<file path="config.mk">
export PLATFORM = sky130hd
export DESIGN_NAME = conv_window_accumulator_flat
export DESIGN_NICKNAME = d
export VERILOG_FILES = /design/src/rtl/conv_window_accumulator_pkg.sv /design/src/rtl/conv_window_accumulator_if.sv /design/src/rtl/conv_window_accumulator_sat_adder.sv /design/src/rtl/conv_window_accumulator.sv /design/src/flat_wrapper.sv
export SDC_FILE = /design/constraint.sdc
export NUM_CORES = 1
export LEC_CHECK = 0
export BUFFER_PORTS_ARGS = -buffer_cell sky130_fd_sc_hd__buf_4
export CAP_MARGIN = 20
export CORE_UTILIZATION = 45
export DETAILED_ROUTE_END_ITERATION = 16
export GPL_ROUTABILITY_DRIVEN = 0
export PLACE_DENSITY_LB_ADDON = 0.15
export SKIP_CTS_REPAIR_TIMING = 1
export SYNTH_ARGS = -nofsm -noshare
export SYNTH_HDL_FRONTEND = slang
export SYNTH_SLANG_ARGS = --single-unit
</file>
<file path="constraint.sdc">
create_clock -name clk -period 3.2 [get_ports clk]
set_clock_uncertainty 0.05 [all_clocks]
set_input_delay 0.16 -clock clk [delete_from_list [all_inputs] [get_ports clk]]
set_output_delay 0.16 -clock clk [all_outputs]
set_load 0.02 [all_outputs]
</file>
<file path="src/rtl/conv_window_accumulator_pkg.sv">
// Shared definitions for the convolution datapath: accumulator state encoding
// and the default frame geometry used by the sequencer, image memory and accumulator.
`timescale 1ns/1ps
package conv_window_accumulator_pkg;

  typedef enum logic [1:0] {
    ST_IDLE  = 2'd0,
    ST_ACCUM = 2'd1,
    ST_HOLD  = 2'd2
  } state_t;

  // 4x4 image convolved with a 3x3 kernel gives a 2x2 output frame.
  localparam int DEF_TAPS        = 9;
  localparam int DEF_DATA_W      = 8;
  localparam int DEF_ACC_W       = 12;
  localparam int DEF_NUM_WINDOWS = 4;

  function automatic int idx_width(input int n);
    return (n <= 2) ? 1 : $clog2(n);
  endfunction

  localparam int DEF_IDX_W = idx_width(DEF_NUM_WINDOWS);

endpackage

</file>
<file path="src/rtl/conv_window_accumulator_if.sv">
// Product-in / window-sum-out bus of the convolution accumulator.
`timescale 1ns/1ps
interface conv_window_accumulator_if #(
    parameter int DATA_W = 8,
    parameter int ACC_W  = 12,
    parameter int IDX_W  = 2
);
    // Both channels are valid/ready: a transfer happens on a rising edge where
    // valid and ready are both high; valid may not depend on ready, and the
    // accumulator's in_ready depends only on its state, never on in_valid.
    logic              in_valid;
    logic [DATA_W-1:0] in_data;
    logic              in_ready;
    logic              out_valid;
    logic [ACC_W-1:0]  out_data;
    logic [IDX_W-1:0]  out_index;
    logic              out_ready;
    logic              frame_done;
    logic              overflow;

    modport slave (
        input  in_valid, in_data, out_ready,
        output in_ready, out_valid, out_data, out_index, frame_done, overflow
    );

    modport master (
        output in_valid, in_data, out_ready,
        input  in_ready, out_valid, out_data, out_index, frame_done, overflow
    );
endinterface

</file>
<file path="src/rtl/conv_window_accumulator_sat_adder.sv">
// Combinational saturating adder: unsigned accumulator plus unsigned addend,
// clamped to all-ones with a saturation flag.
`timescale 1ns/1ps
module conv_sat_adder #(
    parameter int ACC_W  = 12,
    parameter int DATA_W = 8
) (
    input  logic [ACC_W-1:0]  acc,
    input  logic [DATA_W-1:0] addend,
    output logic [ACC_W-1:0]  sum,
    output logic              sat
);

    logic [ACC_W:0] wide;

    generate
        if (DATA_W > ACC_W) begin : g_bad_width
            $error("conv_sat_adder: DATA_W must not exceed ACC_W");
        end
    endgenerate

    // One extra bit is enough: the sum of two ACC_W-bit values cannot reach 2^(ACC_W+1).
    always_comb begin
        wide = {1'b0, acc} + (ACC_W + 1)'(addend);
        sat  = wide[ACC_W];
        sum  = sat ? '1 : wide[ACC_W-1:0];
    end

endmodule

</file>
<file path="src/rtl/conv_window_accumulator.sv">
// Sums TAPS pixel*kernel products per window and hands each window sum, tagged
// with its index, to the consumer; pulses frame_done on the last window of a frame.
`timescale 1ns/1ps
module conv_window_accumulator
    import conv_window_accumulator_pkg::*;
#(
    parameter int TAPS        = DEF_TAPS,
    parameter int DATA_W      = DEF_DATA_W,
    parameter int ACC_W       = DEF_ACC_W,
    parameter int NUM_WINDOWS = DEF_NUM_WINDOWS,
    parameter int IDX_W       = DEF_IDX_W
) (
    input  logic                      clk,
    input  logic                      rst,
    input  logic                      clear,
    conv_window_accumulator_if.slave  bus,
    output state_t                    dbg_state
);

    localparam int                TAP_W    = $clog2(TAPS);
    localparam logic [TAP_W-1:0]  LAST_TAP = TAP_W'(TAPS - 1);
    localparam logic [IDX_W-1:0]  LAST_WIN = IDX_W'(NUM_WINDOWS - 1);

    generate
        if (TAPS < 2) begin : g_bad_taps
            $error("conv_window_accumulator: TAPS must be at least 2");
        end
        if (NUM_WINDOWS < 1) begin : g_bad_windows
            $error("conv_window_accumulator: NUM_WINDOWS must be at least 1");
        end
    endgenerate

    state_t            state;
    logic [ACC_W-1:0]  acc;
    logic [TAP_W-1:0]  tap_cnt;
    logic [IDX_W-1:0]  win_cnt;
    logic [ACC_W-1:0]  sum;
    logic              sat;
    logic              accept;

    assign bus.in_ready = (state != ST_HOLD);
    assign accept       = bus.in_valid & bus.in_ready;
    assign dbg_state    = state;

    // acc is zero whenever a window starts, so the same adder serves the first tap.
    conv_sat_adder #(
        .ACC_W  (ACC_W),
        .DATA_W (DATA_W)
    ) u_sat_adder (
        .acc    (acc),
        .addend (bus.in_data),
        .sum    (sum),
        .sat    (sat)
    );

    always_ff @(posedge clk or posedge rst) begin
        if (rst) begin
            state          <= ST_IDLE;
            acc            <= '0;
            tap_cnt        <= '0;
            win_cnt        <= '0;
            bus.out_valid  <= 1'b0;
            bus.out_data   <= '0;
            bus.out_index  <= '0;
            bus.frame_done <= 1'b0;
            bus.overflow   <= 1'b0;
        end else if (clear) begin
            state          <= ST_IDLE;
            acc            <= '0;
            tap_cnt        <= '0;
            win_cnt        <= '0;
            bus.out_valid  <= 1'b0;
            bus.out_data   <= '0;
            bus.out_index  <= '0;
            bus.frame_done <= 1'b0;
            bus.overflow   <= 1'b0;
        end else begin
            bus.frame_done <= 1'b0;
            case (state)
                ST_IDLE: begin
                    if (accept) begin
                        acc          <= sum;
                        tap_cnt      <= TAP_W'(1);
                        bus.overflow <= bus.overflow | sat;
                        state        <= ST_ACCUM;
                    end
                end
                ST_ACCUM: begin
                    if (accept) begin
                        bus.overflow <= bus.overflow | sat;
                        if (tap_cnt == LAST_TAP) begin
                            bus.out_data  <= sum;
                            bus.out_index <= win_cnt;
                            bus.out_valid <= 1'b1;
                            acc           <= '0;
                            tap_cnt       <= '0;
                            state         <= ST_HOLD;
                        end else begin
                            acc     <= sum;
                            tap_cnt <= tap_cnt + TAP_W'(1);
                        end
                    end
                end
                ST_HOLD: begin
                    if (bus.out_ready) begin
                        bus.out_valid <= 1'b0;
                        state         <= ST_IDLE;
                        if (win_cnt == LAST_WIN) begin
                            win_cnt        <= '0;
                            bus.frame_done <= 1'b1;
                        end else begin
                            win_cnt <= win_cnt + IDX_W'(1);
                        end
                    end
                end
                default: state <= ST_IDLE;
            endcase
        end
    end

endmodule
</file>
<file path="src/flat_wrapper.sv">
// flat-port wrapper written by rule: the top's interface ports become plain ports
module conv_window_accumulator_flat import conv_window_accumulator_pkg::*;
#(
    parameter int TAPS        = DEF_TAPS,
    parameter int DATA_W      = DEF_DATA_W,
    parameter int ACC_W       = DEF_ACC_W,
    parameter int NUM_WINDOWS = DEF_NUM_WINDOWS,
    parameter int IDX_W       = DEF_IDX_W
)
  (clk, rst, clear, dbg_state, bus_in_valid, bus_in_data, bus_out_ready, bus_in_ready, bus_out_valid, bus_out_data, bus_out_index, bus_frame_done, bus_overflow);
  conv_window_accumulator_if #(.DATA_W(DATA_W), .ACC_W(ACC_W), .IDX_W(IDX_W)) bus_i ();
  input  logic clk;
  input  logic rst;
  input  logic clear;
  output state_t dbg_state;
  input wire logic [$bits(bus_i.in_valid)-1:0] bus_in_valid;
  input wire logic [$bits(bus_i.in_data)-1:0] bus_in_data;
  input wire logic [$bits(bus_i.out_ready)-1:0] bus_out_ready;
  output wire logic [$bits(bus_i.in_ready)-1:0] bus_in_ready;
  output wire logic [$bits(bus_i.out_valid)-1:0] bus_out_valid;
  output wire logic [$bits(bus_i.out_data)-1:0] bus_out_data;
  output wire logic [$bits(bus_i.out_index)-1:0] bus_out_index;
  output wire logic [$bits(bus_i.frame_done)-1:0] bus_frame_done;
  output wire logic [$bits(bus_i.overflow)-1:0] bus_overflow;
  assign bus_i.in_valid = bus_in_valid;
  assign bus_i.in_data = bus_in_data;
  assign bus_i.out_ready = bus_out_ready;
  assign bus_in_ready = bus_i.in_ready;
  assign bus_out_valid = bus_i.out_valid;
  assign bus_out_data = bus_i.out_data;
  assign bus_out_index = bus_i.out_index;
  assign bus_frame_done = bus_i.frame_done;
  assign bus_overflow = bus_i.overflow;
  conv_window_accumulator #(.TAPS(TAPS), .DATA_W(DATA_W), .ACC_W(ACC_W), .NUM_WINDOWS(NUM_WINDOWS), .IDX_W(IDX_W)) u_core (.clk(clk), .rst(rst), .clear(clear), .bus(bus_i), .dbg_state(dbg_state));
endmodule
</file>
; Word level (Yosys, flattened, before mapping)
; Index checks and enable logic that the tools add are counted.
; Widths: inputs -> output; s select.
[op_classes]
reduce_logical = 16
n_bitwise = 2
eq_ne = 9
muxes = 41
add_sub_neg = 3
[op_table]
columns = op, n
row1 = $mux 12, 9
row2 = $mux 2, 13
row3 = $pmux 12 s2, 1
row4 = $mux 4, 4
row5 = $add 12x8->13, 1
row6 = $reduce_bool 2->1, 6
row7 = $mux 1, 11
row8 = $ne 3x2->1 const B, 3
row9 = $pmux 4 s2, 1
row10 = $reduce_and 4->1, 2
row11 = $pmux 2 s3, 1
row12 = $reduce_and 3->1, 2
row13 = $reduce_bool 3->1, 2
row14 = $add 4x1->4 const B, 1
row15 = $eq 2x2->1 const B, 2
row16 = $eq 4x4->1 const B, 1
row17 = $reduce_and 2->1, 2
row18 = $ne 3x3->1 const B, 1
row19 = $add 2x1->2 const B, 1
row20 = $eq 2x1->1 const B, 1
row21 = $logic_not 2->1, 1
row22 = $ne 2x2->1 const B, 1
row23 = $pmux 1 s2, 1
row24 = $reduce_or 2->1, 1
row25 = other kinds (2), 2
[word_totals]
ff_bits = 37
wordCells = 80
in_bits = 13

; Logic depth before layout (Yosys ltp)
; Gate-level depths: netlist of the first run.
[logic_depth]
depth_word = 6
mapped_depth = 8
ltp_nobuf = 7

; Cells and area by module
; From an unflattened synthesis of the first run, not the netlist that was laid out.
[unflattened]
cells_unflattened = 261
hier_area_um2 = 2244.7
[by_module_without_submodules]
columns = module, cells_per_inst, area_per_inst_um2, seq_area_each_um2, n_inst
row1 = conv_window_accumulator, 190, 1750.4, 925.9, 1
row2 = conv_sat_adder, 71, 494.2, 0.0, 1

; Worst setup path after synthesis of the first run
; OpenSTA, ideal clock, no wires.
[synth_timing]
kind = register -> register
from = reg u_core.acc[0]
to = reg u_core.bus.out_data[11]
arrival_time_ns = 2.112
setup_time_ns = 0.126
period_less_slack_ns = 2.288
path_stages_with_launch = 8
required_time_ns = 3.024
slack_ns = 0.912
cell_sequence = dfrtp_1 -> ha_1 -> fa_1 -> and3_2 -> a21oi_2 -> a21oi_2 -> or4_1 -> o311a_1
[synth_between]
elab_chain_cells = 6
[synth_rtl]
columns = item, line
row1 = start: declaration, conv_window_accumulator.sv:34  ; logic [ACC_W-1:0] acc;
row2 = start signal: assignment, conv_window_accumulator.sv:82  ; acc <= sum;
row3 = start signal: assignment, conv_window_accumulator.sv:99  ; acc <= sum;
row4 = $add 12x8->13, conv_window_accumulator_sat_adder.sv:24  ; wide = {1'b0, acc} + (ACC_W + 1)'(addend);
row5 = $mux 12, conv_window_accumulator_sat_adder.sv:26  ; sum = sat ? '1 : wide[ACC_W-1:0];
row6 = $mux 12, conv_window_accumulator.sv:91  ; if (tap_cnt == LAST_TAP) begin
row7 = $mux 12, conv_window_accumulator.sv:89  ; if (accept) begin
row8 = $mux 12, conv_window_accumulator.sv:79  ; case (state)
row9 = $mux 12, conv_window_accumulator.sv:67  ; end else if (clear) begin
row10 = end signal: assignment, conv_window_accumulator.sv:92  ; bus.out_data <= sum;
row11 = end: declaration, conv_window_accumulator_if.sv:23  ; output in_ready, out_valid, out_data, out_index, frame_done, overflow
; Every way passes these cells. The select of a mux whose other input is x is not followed.
; A chain may end at the register's enable or synchronous reset.

; Final worst setup path of the first run
; Ends and elaborated chain as after synthesis.

==> results of run 1 <==
## cell usage after synthesis, drive strengths merged, types with 5 or more instances
master  count  area share
a211oi     12       0.043
ha         11       0.062
nor2       24       0.041
nand2      28       0.049
clkbuf      5      0.0085
nand3       6       0.014
inv         5      0.0085
dfrtp      37        0.42
a21oi      23       0.055
and3        6       0.018
o21ai      16       0.038
buf         8       0.038
## routing by layer
layer,part of all wire,vias up
met4,0.020,0
met2,0.46,55
met5,0,-
met1,0.47,847
met3,0.045,10
li1,-,912
## per-stage QoR
stage               cells  utilization  instance area (um^2)  hold slack [ns]
CTS                   332        0.544                  2570          -0.0561
detailed placement    324        0.518                  2450            0.258
finish                333        0.546                  2580           0.0158
global placement      324        0.518                  2450            0.261
global route          333        0.546                  2580          0.00348
floorplan             235            -                  2210            0.201
## kinds of logic (layout without fill, tap and decap cells)
| group | after synthesis | count (layout) | synth area share |
|---|---|---|---|
| xor+xnor | 6 | 6 | 0.0238 |
| fa+ha+maj | 12 | 12 | 0.0713 |
| simple gates | 84 | 84 | 0.183 |
| flops | 37 | 37 | 0.419 |
| buf+inv | 19 | 50 | 0.0606 |
| compound gates | 77 | 77 | 0.242 |
## worst max-delay path, cell delays in order, from the launching register on
cell and delay, ns:
dfrtp_1 0.39, ha_1 0.23, fa_1 0.43, and3_2 0.27
a21oi_2 0.18, a21oi_2 0.20, or4_1 0.55, o311a_1 0.13
## worst max path at each step
| stage | slack (ns) | from | cells past startpoint | endpoint |
|---|---|---|---|---|
| floorplan | 0.91 | u_core.acc[0] | 7 | u_core.bus.out_data[11] |
| CTS | 0.68 | u_core.acc[0] | 7 | u_core.bus.out_data[11] |
| finish | 0.66 | u_core.acc[0] | 7 | u_core.bus.out_data[11] |
| detailed placement | 0.68 | u_core.acc[0] | 7 | u_core.bus.out_data[11] |
| global route | 0.56 | u_core.acc[0] | 7 | u_core.bus.out_data[11] |
| global placement | 0.75 | u_core.acc[0] | 7 | u_core.bus.out_data[11] |
## power by group through the flow
stage	clock network, mW	logic, mW	registers (mW)
finish	0.423	0.223	0.503
global route	0.454	0.251	0.505
CTS	0.436	0.223	0.503
detailed placement	0	0.222	0.512
global placement	0	0.221	0.511
floorplan	0	0.178	0.505
## state kept, by name, summed over array words and instances (netlist names)
register / flops
u_core.acc: 12
u_core.bus.frame_done: 1
u_core.bus.out_data: 12
u_core.bus.out_index: 2
u_core.bus.out_valid: 1
u_core.bus.overflow: 1
u_core.dbg_state: 2
u_core.tap_cnt: 4
u_core.win_cnt: 2
## area by class of cell
class	count	area (um^2)	share of cell area
Clock buffer	6	82.6	0.0320
Clock inverter	2	37.5	0.0146
Inverter	5	18.8	0.00728
Multi-Input combinational cell	179	1150	0.446
Sequential cell	37	926	0.359
Tap cell	67	83.8	0.0325
Timing Repair Buffer	37	280	0.109
## cell usage in the layout, fill, tap and decap left out, drive strengths merged, types with 2 or more instances in the layout
cell type and count:
a21oi 23, a311oi 2, nand3 6, a21o 3, nor3 3, ha 11
inv 5, a211oi 12, buf 36, o21ai 16, xor2 2, o211ai 2
and3 6, nand2 28, nand3b 2, o21a 4, and2 2, nor2b 3
clkbuf 6, xnor2 4, dfrtp 37, nor2 24, a31oi 3
==> impl_metrics.json, run 1 <==
{
  "grt_max_degree": 38,
  "post_drt_wl_per_cell_um": 14.7,
  "p_int_mw": 0.826,
  "min_from": "bus_out_ready",
  "rows": 25,
  "min_period_over_period": 0.794,
  "cts_htree_levels": 2,
  "tightest_slew_ns": 0.666,
  "clockRootBuffer": "clkbuf_8",
  "final.setup.worst_slack_ns": 0.658,
  "grt_use_met1": 0.286,
  "hold_viol": 0,
  "cp.arrival_ns": 2.67,
  "vias": 1824,
  "hold_depth": 2,
  "firstDrtPassIters": 4,
  "ys.flop_type": "dfrtp_1",
  "pre_cts_ws_ns": 0.683,
  "antenna_found_initial": 0,
  "synthToLayoutAreaGrowth_pct": 16.7,
  "clock.fmax_mhz": 393,
  "grt.met3_usage": 0.0444,
  "switchingPower_mw": 0.323,
  "switching_share": 0.281,
  "drtAntennaViolNets": 0,
  "fillers": 448,
  "drcViolationCount": 0,
  "slew_headroom": 0.556,
  "rr_startpoint": "u_core.acc[0]",
  "finalCriticalPeriod_ns": 2.54,
  "use_met2": 0.300,
  "power_frac_clock": 0.369,
  "finalSetupViolCount": 0,
  "slew_violations": 0,
  "synth_edf_count": 0,
  "r2r_cells": 7,
  "grt.busiest_layer": "met2",
  "yosysWarnings": 0,
  "cap_violations": 0,
  "syn_avg_cell_area_um2": 9.40,
  "viasPerCell": 5.48,
  "cts.clk_slew.worst_paths_ns": 0.07,
  "async_flop_share": 1.00,
  "numCtsBuffers": 5,
  "drt_iter0_drc": 112,
  "setup-tns-final_ns": 0,
  "antenna_cells": 0,
  "dieArea_mm2": 0.00519,
  "critical_path.endpoint_type": "register",
  "pin_count": 33,
  "port_buffers": 32,
  "status": "completed",
  "yosys_register_bits": 37,
  "place_hpwl_um": 3510,
  "grt_pass1_wl_um": 8140,
  "ys_seq_area_frac": 0.419,
  "ys_types": 59,
  "start_kind": "register",
  "hold_path.class": "in -> reg",
  "grt_pass1_vias": 1686,
  "syn_inst": 235,
  "required_ns": 3.33,
  "totalPowerFinal_mw": 1.15,
  "die_h_um": 72.1,
  "r2r_slack_ns": 0.66,
  "rsz0062_at_grt": "false",
  "syn_nets": 260,
  "setup.worst_path.class": "reg -> reg",
  "regToRegEndpoint": "u_core.bus.out_data[11]",
  "grt_use_total": 0.204,
  "power_density_mw_per_mm2": 445,
  "vdd_drop_max_v": 0.000207,
  "synth_area_mm2": 0.00221,
  "cts.path.max_buffers": 2,
  "p_leak_nw": 1.16,
  "cts_tree": "built",
  "overflow": 0,
  "final_layout_size_suffix_gt1_frac": 0.222,
  "combinationalPowerShare": 0.194,
  "wirelength_um": 4900,
  "cts.sinks": 37,
  "critical_path_peak_fanout": 15,
  "clock_latency_ns": 0.29,
  "start_util": 0.468,
  "die_x_um": 72.1,
  "core_mm2": 0.00472,
  "nets": 290,
  "p_seq_frac": 0.437,
  "hold-path-endpoint": "u_core.bus.out_valid"
}
Note: power is estimated with default switching activity, not from simulation.
==> run 2: changes to the inputs <==
Clock period 3.2 ns to 2.35 ns, I/O delays scaled along.
==> impl_metrics.json, run 2 (synthesis results as in run 1) <==
{
  "status": "completed",
  "clock_latency_ns": 0.30,
  "cts.path.max_buffers": 2,
  "start_util": 0.468,
  "design_area_mm2": 0.00267,
  "clockRootBuffer": "clkbuf_8",
  "place_hpwl_um": 3510,
  "slew_headroom": 0.669,
  "antenna_cells": 0,
  "cts.clk_slew.worst_paths_ns": 0.08,
  "port_buffers": 32,
  "top_regs": "u_core.acc: 12 flops, u_core.bus.out_data: 12 flops, u_core.tap_cnt: 4 flops",
  "finalSetupViolCount": 0,
  "cts_tree": "built",
  "drtAntennaViolNets": 0,
  "die_h_um": 72.1,
  "final_common_cell": "buf_4",
  "viasPerCell": 5.40,
  "slew_violations": 0,
  "r2r_cells": 7,
  "nets": 297,
  "drcViolationCount": 0,
  "cap_violations": 0,
  "grt_pass1_vias": 1665,
  "critical_path.endpoint_type": "register",
  "post_drt_wl_per_cell_um": 14.7,
  "vdd_drop_max_v": 0.000295,
  "synthToLayoutAreaGrowth_pct": 21.0,
  "core_mm2": 0.00472,
  "min_period_over_period": 0.941,
  "cp.arrival_ns": 2.35,
  "grt_max_degree": 38,
  "vias": 1836,
  "cts.sinks": 37,
  "critical_path_peak_fanout": 3,
  "required_ns": 2.49,
  "hold_viol": 0,
  "dieArea_mm2": 0.00519,
  "firstDrtPassIters": 4,
  "pin_count": 33,
  "final_util": 0.566,
  "p_leak_nw": 1.21,
  "die_x_um": 72.1,
  "setup.worst_path.class": "reg -> reg",
  "setup-tns-final_ns": 0,
  "antenna_found_initial": 0,
  "whs_ns": 0.138,
  "cts_htree_levels": 2,
  "grt_pass1_wl_um": 8080,
  "placed_area_mm2": 0.00249,
  "clock.fmax_mhz": 452,
  "rsz0062_at_grt": "false",
  "rows": 25,
  "drt_iter0_drc": 138,
  "wirelength_um": 5000,
  "mostFrequentLayoutCells": "buf_4, dfrtp_1, nand2_1",
  "hold_depth": 2,
  "final_layout_size_suffix_gt1_frac": 0.242,
  "overflow": 0,
  "start_kind": "register",
  "numCtsBuffers": 5,
  "tightest_slew_ns": 0.496,
  "grt_use_total": 0.207,
  "finalCriticalPeriod_ns": 2.21,
  "power_density_mw_per_mm2": 629,
  "hold_path.class": "in -> reg"
}
## run 2: critical path: stages, from the launching register on
cell and delay (ns):
dfrtp_1 0.38, ha_1 0.22, fa_2 0.35, and3_4 0.21, a21oi_4 0.16, a21oi_2 0.09, or4_1 0.50, o311a_1 0.14
## run 2: power by group
| group | total, mW | switching (mW) | internal (mW) |
|---|---|---|---|
| combinational | 0.317 | 0.189 | 0.128 |
| sequential | 0.683 | 0.0233 | 0.660 |
| clock | 0.681 | 0.254 | 0.427 |
| total | 1.68 | 0.466 | 1.22 |
## run 2: area by class of cell
class / count / area, um^2
clock buffers: 5 / 68.8
well taps: 67 / 83.8
flip-flops and latches: 37 / 926
multi-input cells: 179 / 1170
inverters: 5 / 18.8
fillers: 439 / 2050
repair buffers: 44 / 338
clock inverters: 3 / 68.8
## run 2: final timing paths
path | endpoint | slack [ns] | start
max reg2reg | u_core.bus.out_data[11] | 0.14 | u_core.acc[0]
max in group asynchronous | u_core.acc[9] | 1.48 | rst
min | u_core.bus.overflow | 0.14 | clear
min in group asynchronous | u_core.bus.out_index[0] | 0.43 | rst
min reg2reg | u_core.acc[0] | 0.44 | u_core.acc[0]
max | u_core.bus.out_data[11] | 0.14 | u_core.acc[0]
## run 2: routing by layer
layer	global-route usage	part of all wire	vias to the layer above
li1	-	-	918
met1	0.286	0.49	862
met2	0.304	0.45	46
met3	0.0444	0.036	10
met4	0.109	0.028	0
met5	0	0	-
## run 2: metrics by stage
| step | setup slack [ns] | power [mW] | std cells |
|---|---|---|---|
| final | 0.140 | 1.68 | 340 |
| after CTS | 0.0280 | 1.68 | 337 |
| after detailed placement | 0.0412 | 1.00 | 329 |
| after floorplan | 0.0624 | 0.931 | 235 |
| after global placement | 0.105 | 1.00 | 329 |
| after global routing | 0.00377 | 1.75 | 340 |
